**config.mk**
```make
export PLATFORM = sky130hd
export DESIGN_NAME = instr_fetch_ctrl
export DESIGN_NICKNAME = d
export VERILOG_FILES = /design/src/rtl/instr_fetch_ctrl.sv
export SDC_FILE = /design/constraint.sdc
export NUM_CORES = 1
export LEC_CHECK = 0
export CORE_MARGIN = 2
export CORE_UTILIZATION = 29
export CTS_CLUSTER_DIAMETER = 150
export CTS_CLUSTER_SIZE = 10
export DETAILED_ROUTE_END_ITERATION = 10
export PLACE_DENSITY = 0.59
export SLEW_MARGIN = 20
export SYNTH_ARGS = -nofsm -noshare
export SYNTH_HDL_FRONTEND = slang
export SYNTH_SLANG_ARGS = --single-unit
```
**constraint.sdc**
```tcl
create_clock -name CLK -period 3.4 [get_ports CLK]
set_input_delay 0.51 -clock CLK [delete_from_list [all_inputs] [get_ports CLK]]
set_output_delay 0.51 -clock CLK [all_outputs]
set_load 0.01 [all_outputs]
```
**src/rtl/instr_fetch_ctrl.sv**
```systemverilog
// Instruction fetch sequencer: owns the PC, assembles each 32-bit instruction from
// four byte reads and holds it for the core until it signals completion.
module instr_fetch_ctrl #(
    parameter int ADDR_W = 10
) (
    input  logic              CLK,
    input  logic              RESET,
    output logic [31:0]       PC,
    output logic [31:0]       INSTRUCTION,
    output logic              INSTR_VALID,
    input  logic              ADVANCE,
    input  logic              BRANCH,
    input  logic [31:0]       BRANCH_TARGET,
    output logic              FAULT,
    output logic [ADDR_W-1:0] MEM_ADDR,
    output logic              MEM_READ,
    input  logic [7:0]        MEM_RDATA,
    input  logic              MEM_READY
);

    typedef enum logic [1:0] {
        FETCH = 2'd0,
        HOLD  = 2'd1,
        HALT  = 2'd2
    } state_t;

    state_t            state_q, state_d;
    logic [1:0]        k_q, k_d;
    logic [31:0]       pc_q, pc_d;
    logic [31:0]       instr_q, instr_d;
    logic              valid_q, valid_d;
    logic              mem_read_q, mem_read_d;
    logic [ADDR_W-1:0] mem_addr_q, mem_addr_d;
    logic              fault_q, fault_d;

    logic [31:0]       next_pc;
    logic              next_legal;

    assign next_pc    = BRANCH ? BRANCH_TARGET : pc_q + 32'd4;
    assign next_legal = (next_pc[1:0] == 2'b00) && (next_pc[31:ADDR_W] == '0);

    always_comb begin
        state_d    = state_q;
        k_d        = k_q;
        pc_d       = pc_q;
        instr_d    = instr_q;
        valid_d    = valid_q;
        mem_read_d = mem_read_q;
        mem_addr_d = mem_addr_q;
        fault_d    = fault_q;

        case (state_q)
            FETCH: begin
                valid_d    = 1'b0;
                mem_read_d = 1'b1;
                // A byte only counts once the request is actually on the bus.
                if (mem_read_q && MEM_READY) begin
                    instr_d[{k_q, 3'b000} +: 8] = MEM_RDATA;
                    k_d = k_q + 2'd1;
                    if (k_q == 2'd3) begin
                        state_d    = HOLD;
                        valid_d    = 1'b1;
                        mem_read_d = 1'b0;
                        k_d        = 2'd0;
                    end
                end
                if (mem_read_d) begin
                    mem_addr_d = pc_q[ADDR_W-1:0] + ADDR_W'(k_d);
                end
            end
            HOLD: begin
                if (ADVANCE) begin
                    pc_d    = next_pc;
                    valid_d = 1'b0;
                    k_d     = 2'd0;
                    if (next_legal) begin
                        state_d    = FETCH;
                        mem_read_d = 1'b1;
                        mem_addr_d = next_pc[ADDR_W-1:0];
                    end else begin
                        state_d    = HALT;
                        mem_read_d = 1'b0;
                        fault_d    = 1'b1;
                    end
                end
            end
            HALT: begin
                valid_d    = 1'b0;
                mem_read_d = 1'b0;
                fault_d    = 1'b1;
            end
            default: begin
                state_d = FETCH;
            end
        endcase
    end

    always_ff @(posedge CLK) begin
        if (RESET) begin
            state_q    <= FETCH;
            k_q        <= 2'd0;
            pc_q       <= 32'd0;
            instr_q    <= 32'd0;
            valid_q    <= 1'b0;
            mem_read_q <= 1'b0;
            mem_addr_q <= '0;
            fault_q    <= 1'b0;
        end else begin
            state_q    <= state_d;
            k_q        <= k_d;
            pc_q       <= pc_d;
            instr_q    <= instr_d;
            valid_q    <= valid_d;
            mem_read_q <= mem_read_d;
            mem_addr_q <= mem_addr_d;
            fault_q    <= fault_d;
        end
    end

    assign PC          = pc_q;
    assign INSTRUCTION = instr_q;
    assign INSTR_VALID = valid_q;
    assign MEM_READ    = mem_read_q;
    assign MEM_ADDR    = mem_addr_q;
    assign FAULT       = fault_q;

endmodule

```
==> results_dict.tcl, run 1 <==
set metrics [dict create \
    fin_cells 1044 \
    critPathKind "reg2reg" \
    synth_area_per_cell_sq_um 7.31 \
    grt_max_degree 81 \
    grtUsageTotal 0.188 \
    cts_root_buf "clkbuf_16" \
    via_count 5523 \
    cts_sinks 81 \
    ant_nets 0 \
    ir_drop_uv 238 \
    synth-xor-area-share 0.0227 \
    core_sq_um 17100 \
    route.detailed.drc 0 \
    synth-async-reset-ratio 0 \
    first_global_vias 5180 \
    yosysWarnings 0 \
    dp_hpwl_microns 12300 \
    multi_input_comb_area_sq_um 3160 \
    status "completed" \
    synth_ff_type "dfxtp_1" \
    hold_violations 0 \
    syn-cell-area_sq_um 5030 \
    drive_gt1_frac 0.0916 \
    cp_data_required_time_ns 3.63 \
    insertedDiodeCount 0 \
    chipWidth_microns 136 \
    max-cap-violations 0 \
    max-slew-margin-rel 0.326 \
    min_period_ns 3.16 \
    worstPathMaxFanout 6 \
    viasPerCell 5.29 \
    cp-end-kind "register" \
    synth_compound_area_frac 0.242 \
    dpl.cell_count 1028 \
    p_leak_uw 0.00234 \
    setup-violations-final 0 \
    syn_nets 747 \
    nNetsFinal 873 \
    synth.area.mux_share 0.0142 \
    cts_buffers 9 \
    seq_area_sq_um 1620 \
    synth_simple_gate_area_frac 0.311 \
    htree_num_levels 3 \
    post_cts_buffers 0 \
    grt_antenna_before_repair 0 \
    min_path_type "reg2reg" \
    synth.distinct_cells 64 \
    fin_crit_sh 0.929 \
    cts.clk_slew.worst_paths_ns 0.07 \
    cts_resized 0 \
    initial_core_util 0.294 \
    route.detailed.wl_per_inst_microns 16.2 \
    drt_iter0_drc 374 \
    synthCells 688 \
    area_growth_pct 39.1 \
    grt_pass1_wl_microns 27500 \
    max_freq_mhz 317 \
    cp.arrival_ns 3.39 \
    synth_seq_cells 81 \
    fill_cells 1786 \
    clk_latency_ns 0.35 \
    synth_top_family_by_area "simple AND/OR/NAND/NOR gates" \
    dieHeight_microns 136 \
    ios 122 \
    cts_tree "yes" \
    fin_skew_ns 0.00493 \
    port_buffers 121 \
    drt-total-wl_microns 16900 \
    num_rows 48 \
    tightest_slew_ns 1.01 \
    grt_setup_unrepaired "no" \
    yosysSeqAreaShare 0.323 \
    overflow 0 \
    fp.dieArea_sq_um 18400 \
    crit_path_start_kind "register" \
    fin_tns_setup_ns 0 \
    drv_slew 0 \
    synth-adder-area-share 0.0363 \
    power_density_nw_per_um2 326 \
    gp_congestion 0.834 \
    drtPass1Iterations 5 \
    holdBufCountCts 0 \
    clockBufferDepth 2 \
    synth_edf_count 0 \
]
final cells by class:
class | count | area share
multi-input cells | 543 | 0.452
clock inverters | 7 | 0.0145
inverters | 12 | 0.00644
clock buffers | 9 | 0.0322
well taps | 225 | 0.0403
flip-flops and latches | 81 | 0.232
repair buffers | 167 | 0.223
critical path, cell delays in order, from the launching register on:
cell and delay (ns):
dfxtp_1 0.35, nand3_1 0.11, or4_1 0.55, or4b_1 0.58, xnor2_1 0.15, o31a_1 0.32, or4b_4 0.64, o2111ai_1 0.22
o311ai_1 0.12
routing by layer:
| layer | share of wire | GRT usage | vias up |
|---|---|---|---|
| met4 | 0.018 | 0.0503 | 0 |
| li1 | - | - | 2763 |
| met5 | 0 | 0 | - |
| met1 | 0.46 | 0.256 | 2546 |
| met3 | 0.070 | 0.0412 | 22 |
| met2 | 0.45 | 0.301 | 192 |
synthesized netlist by cell type, drive strengths merged (4+ instances only):
| library cell | instances | area share |
|---|---|---|
| clkbuf | 38 | 0.028 |
| nor2b | 5 | 0.0062 |
| xnor2 | 7 | 0.012 |
| nand3 | 50 | 0.050 |
| nor3b | 7 | 0.010 |
| ha | 13 | 0.032 |
| a31oi | 10 | 0.012 |
| nor4 | 15 | 0.020 |
| o2111ai | 6 | 0.010 |
| mux2i | 6 | 0.012 |
| xor2 | 6 | 0.010 |
| inv | 11 | 0.0082 |
| nand2b | 14 | 0.017 |
| a32oi | 4 | 0.0070 |
| a21oi | 76 | 0.076 |
| buf | 14 | 0.014 |
| a211oi | 7 | 0.010 |
| nor2 | 66 | 0.050 |
| and2 | 10 | 0.012 |
| a22oi | 5 | 0.0075 |
| dfxtp | 81 | 0.32 |
| and3 | 5 | 0.0062 |
| nand2 | 100 | 0.075 |
| nor3 | 21 | 0.021 |
| nand4 | 10 | 0.015 |
| o31ai | 7 | 0.010 |
| o21ai | 30 | 0.030 |
| and4 | 5 | 0.0087 |
| o311ai | 10 | 0.017 |
logic make-up after synthesis:
group	count (synthesis)
adder cells (fa/ha/maj)	14
buffers and inverters	64
XOR/XNOR	13
AO/OA/AOI/OAI	190
AND/OR/NAND/NOR	319
flip-flops	81
multiplexers	7
power breakdown:
part / switching (uW) / internal (uW) / total [uW]
clock: 433 / 652 / 1090
sequential: 7.71 / 957 / 965
combinational: 127 / 105 / 232
worst paths after layout:
check                       start               to  slack, ns  depth (start not counted)
setup / recovery            PC[2]      MEM_ADDR[4]       0.24                          8
hold / removal    INSTRUCTION[13]  INSTRUCTION[13]       0.45                          2
setup reg to reg            PC[2]      MEM_ADDR[4]       0.24                          8
hold reg to reg   INSTRUCTION[13]  INSTRUCTION[13]       0.45                          2
cells in the final DEF, fill, tap and decap left out, types with 4 or more instances in the layout:
cell type | Yosys | layout
o31ai_1 | 7 | 7
ha_1 | 13 | 13
a22oi_1 | 5 | 5
nand2b_1 | 14 | 14
o21ai_0 | 30 | 30
xnor2_1 | 7 | 7
mux2i_1 | 6 | 6
nor2b_1 | 5 | 5
dfxtp_1 | 81 | 81
buf_4 | 0 | 45
nor4_1 | 14 | 14
clkdlybuf4s50_1 | 0 | 119
nand3_1 | 50 | 50
nand2_1 | 100 | 99
and3_1 | 5 | 5
a211oi_1 | 7 | 7
and4_1 | 5 | 5
nor3b_1 | 7 | 7
inv_1 | 11 | 11
a32oi_1 | 4 | 4
xor2_1 | 6 | 6
a21oi_1 | 76 | 76
nor2_1 | 64 | 64
clkbuf_16 | 0 | 9
nor3_1 | 21 | 21
nand4_1 | 9 | 9
o2111ai_1 | 6 | 6
o311ai_1 | 10 | 10
and2_1 | 10 | 10
a31oi_1 | 10 | 10
flip-flops by register name (all words and copies together), names as in the netlist:
signal	flops
state_q	2
MEM_ADDR	10
FAULT	1
MEM_READ	1
INSTRUCTION	32
k_q	2
INSTR_VALID	1
PC	32
per-stage QoR:
step / utilization / worst slack [ns] / hold slack, ns / total power [uW] / cell area (sq um)
global route: 0.409 / 0.0543 / 0.465 / 2370 / 6990
global placement: 0.389 / 0.161 / 0.439 / 1220 / 6660
CTS: 0.408 / 0.0886 / 0.452 / 2310 / 6980
detailed placement: 0.389 / 0.0896 / 0.443 / 1220 / 6660
floorplan: - / 0.0714 / 0.476 / 1100 / 5030
finish: 0.409 / 0.241 / 0.450 / 2280 / 6990
No activity file was read; power rests on OpenSTA's default activity.
==> run 2: changes to the inputs <==
--- a/config.mk
+++ b/config.mk
@@ -5,11 +5,12 @@
 export SDC_FILE = /design/constraint.sdc
 export NUM_CORES = 1
 export LEC_CHECK = 0
-export CORE_MARGIN = 2
+export CORE_MARGIN = 5
 export CORE_UTILIZATION = 29
 export CTS_CLUSTER_DIAMETER = 150
 export CTS_CLUSTER_SIZE = 10
 export DETAILED_ROUTE_END_ITERATION = 10
+export GPL_TIMING_DRIVEN = 0
 export PLACE_DENSITY = 0.59
 export SLEW_MARGIN = 20
 export SYNTH_ARGS = -nofsm -noshare
==> results_dict.tcl, run 2 (synthesis results as in run 1) <==
set metrics [dict create \
    fin_skew_ns 0.00810 \
    cts_root_buf "clkbuf_16" \
    dieHeight_microns 142 \
    gp_congestion 0.948 \
    fill_cells 1825 \
    core_sq_um 17200 \
    grtUsageTotal 0.189 \
    first_global_vias 5456 \
    chipWidth_microns 142 \
    cts.clk_slew.worst_paths_ns 0.07 \
    worstPathMaxFanout 9 \
    ant_nets 0 \
    route.detailed.drc 0 \
    fin_tns_setup_ns 0 \
    viasPerCell 5.49 \
    drt_iter0_drc 454 \
    cp_slowest_cell "or4b_4" \
    drtPass1Iterations 5 \
    cts_buffers 9 \
    setup-violations-final 0 \
    placed_area_sq_um 6500 \
    final_cell_area_sq_um 7030 \
    status "completed" \
    drt-total-wl_microns 19200 \
    grt_pass1_wl_microns 30200 \
    cp.arrival_ns 3.52 \
    cts_sinks 81 \
    area_growth_pct 39.8 \
    layout_common_cells "clkdlybuf4s50_1, nand2_1, a21oi_1" \
    dp_hpwl_microns 14100 \
    nNetsFinal 881 \
    num_rows 48 \
    fin_total_pwr_uw 2330 \
    critPathKind "reg2reg" \
    min_period_ns 3.30 \
    clockBufferDepth 2 \
    drv_slew 0 \
    ir_drop_uv 260 \
    crit_path_cell_trace "nand2_2 -> or4_4 -> or4b_4 -> xnor2_1 -> o31a_1 -> or4b_4 -> o2111ai_2 -> o311ai_2" \
    drive_gt1_frac 0.0798 \
    overflow 0 \
    holdBufCountCts 0 \
    grt_setup_unrepaired "no" \
    seq_area_sq_um 1640 \
    grt_max_degree 17 \
    initial_core_util 0.293 \
    htree_num_levels 3 \
    cp_data_required_time_ns 3.62 \
    max-slew-margin-rel 0.358 \
    max-cap-violations 0 \
    tightest_slew_ns 0.962 \
    power_density_nw_per_um2 332 \
    insertedDiodeCount 0 \
    slowest_delay_ns 0.65 \
    cts_tree "yes" \
    multi_input_comb_area_sq_um 3270 \
    ios 122 \
    crit_path_start_kind "register" \
    clk_latency_ns 0.36 \
    grt_antenna_before_repair 0 \
    min_path_type "reg2reg" \
    p_leak_uw 0.00226 \
    crit_top_cell "or4b_4" \
    via_count 5773 \
    fin_crit_sh 0.969 \
    fp.dieArea_sq_um 20100 \
    route.detailed.wl_per_inst_microns 18.3 \
    cp-end-kind "register" \
    final_common_cell "clkdlybuf4s50_1" \
    max_freq_mhz 303 \
    hold_violations 0 \
    port_buffers 119 \
]
## run 2: worst paths after layout
check / cells past startpoint / slack [ns] / end / startpoint
worst min-delay path: 2 / 0.45 / INSTRUCTION[18] / INSTRUCTION[18]
worst max-delay path: 8 / 0.10 / MEM_ADDR[3] / PC[4]
worst min register to register: 2 / 0.45 / INSTRUCTION[18] / INSTRUCTION[18]
worst max register to register: 8 / 0.10 / MEM_ADDR[3] / PC[4]
## run 2: report_power, final
group / internal (uW) / switching, uW
clock network: 658 / 462
logic: 107 / 144
registers: 954 / 7.98
total: 1720 / 613
## run 2: area by class of cell
cell class              count  area share
inverters                  12     0.00694
repair buffers            125       0.176
well taps                 225      0.0401
multi-input cells         543       0.465
flip-flops and latches     81       0.234
clock inverters             7      0.0151
clock buffers               9      0.0320
plain buffers              50      0.0308
## run 2: worst max-delay path, delay by kind of cell (launching register included)
family | cells | cell delay, ns
AOI/OAI and AO/OA | 3 | 0.67
DFF | 1 | 0.41
xor gates and xnor gates | 1 | 0.15
and+or+nand+nor | 4 | 1.93
## run 2: stage by stage
stage,std cells,hold slack (ns),setup WS (ns),utilization
final,1052,0.451,0.105,0.409
after CTS,1048,0.455,0.000723,0.401
after detailed placement,1032,0.446,-0.461,0.378
after floorplan,688,0.476,0.0714,-
after global placement,1032,0.439,-0.444,0.378
after global routing,1052,0.468,0.0102,0.409
## run 2: per-layer routing
layer / part of all wire / vias up / track usage
met4: 0.012 / 0 / 0.0369
met2: 0.46 / 238 / 0.296
li1: - / 2770 / -
met1: 0.45 / 2749 / 0.266
met3: 0.080 / 16 / 0.0455
met5: 0 / - / 0
## run 2: repair_timing
action / 4_1_cts / 5_1_grt
pin swaps: 2 / 6
buffers inserted: 1 / 5
gates resized for setup: 14 / 29
hold endpoints to repair: 0 / 0
endpoints found under the setup margin: 10 / 10
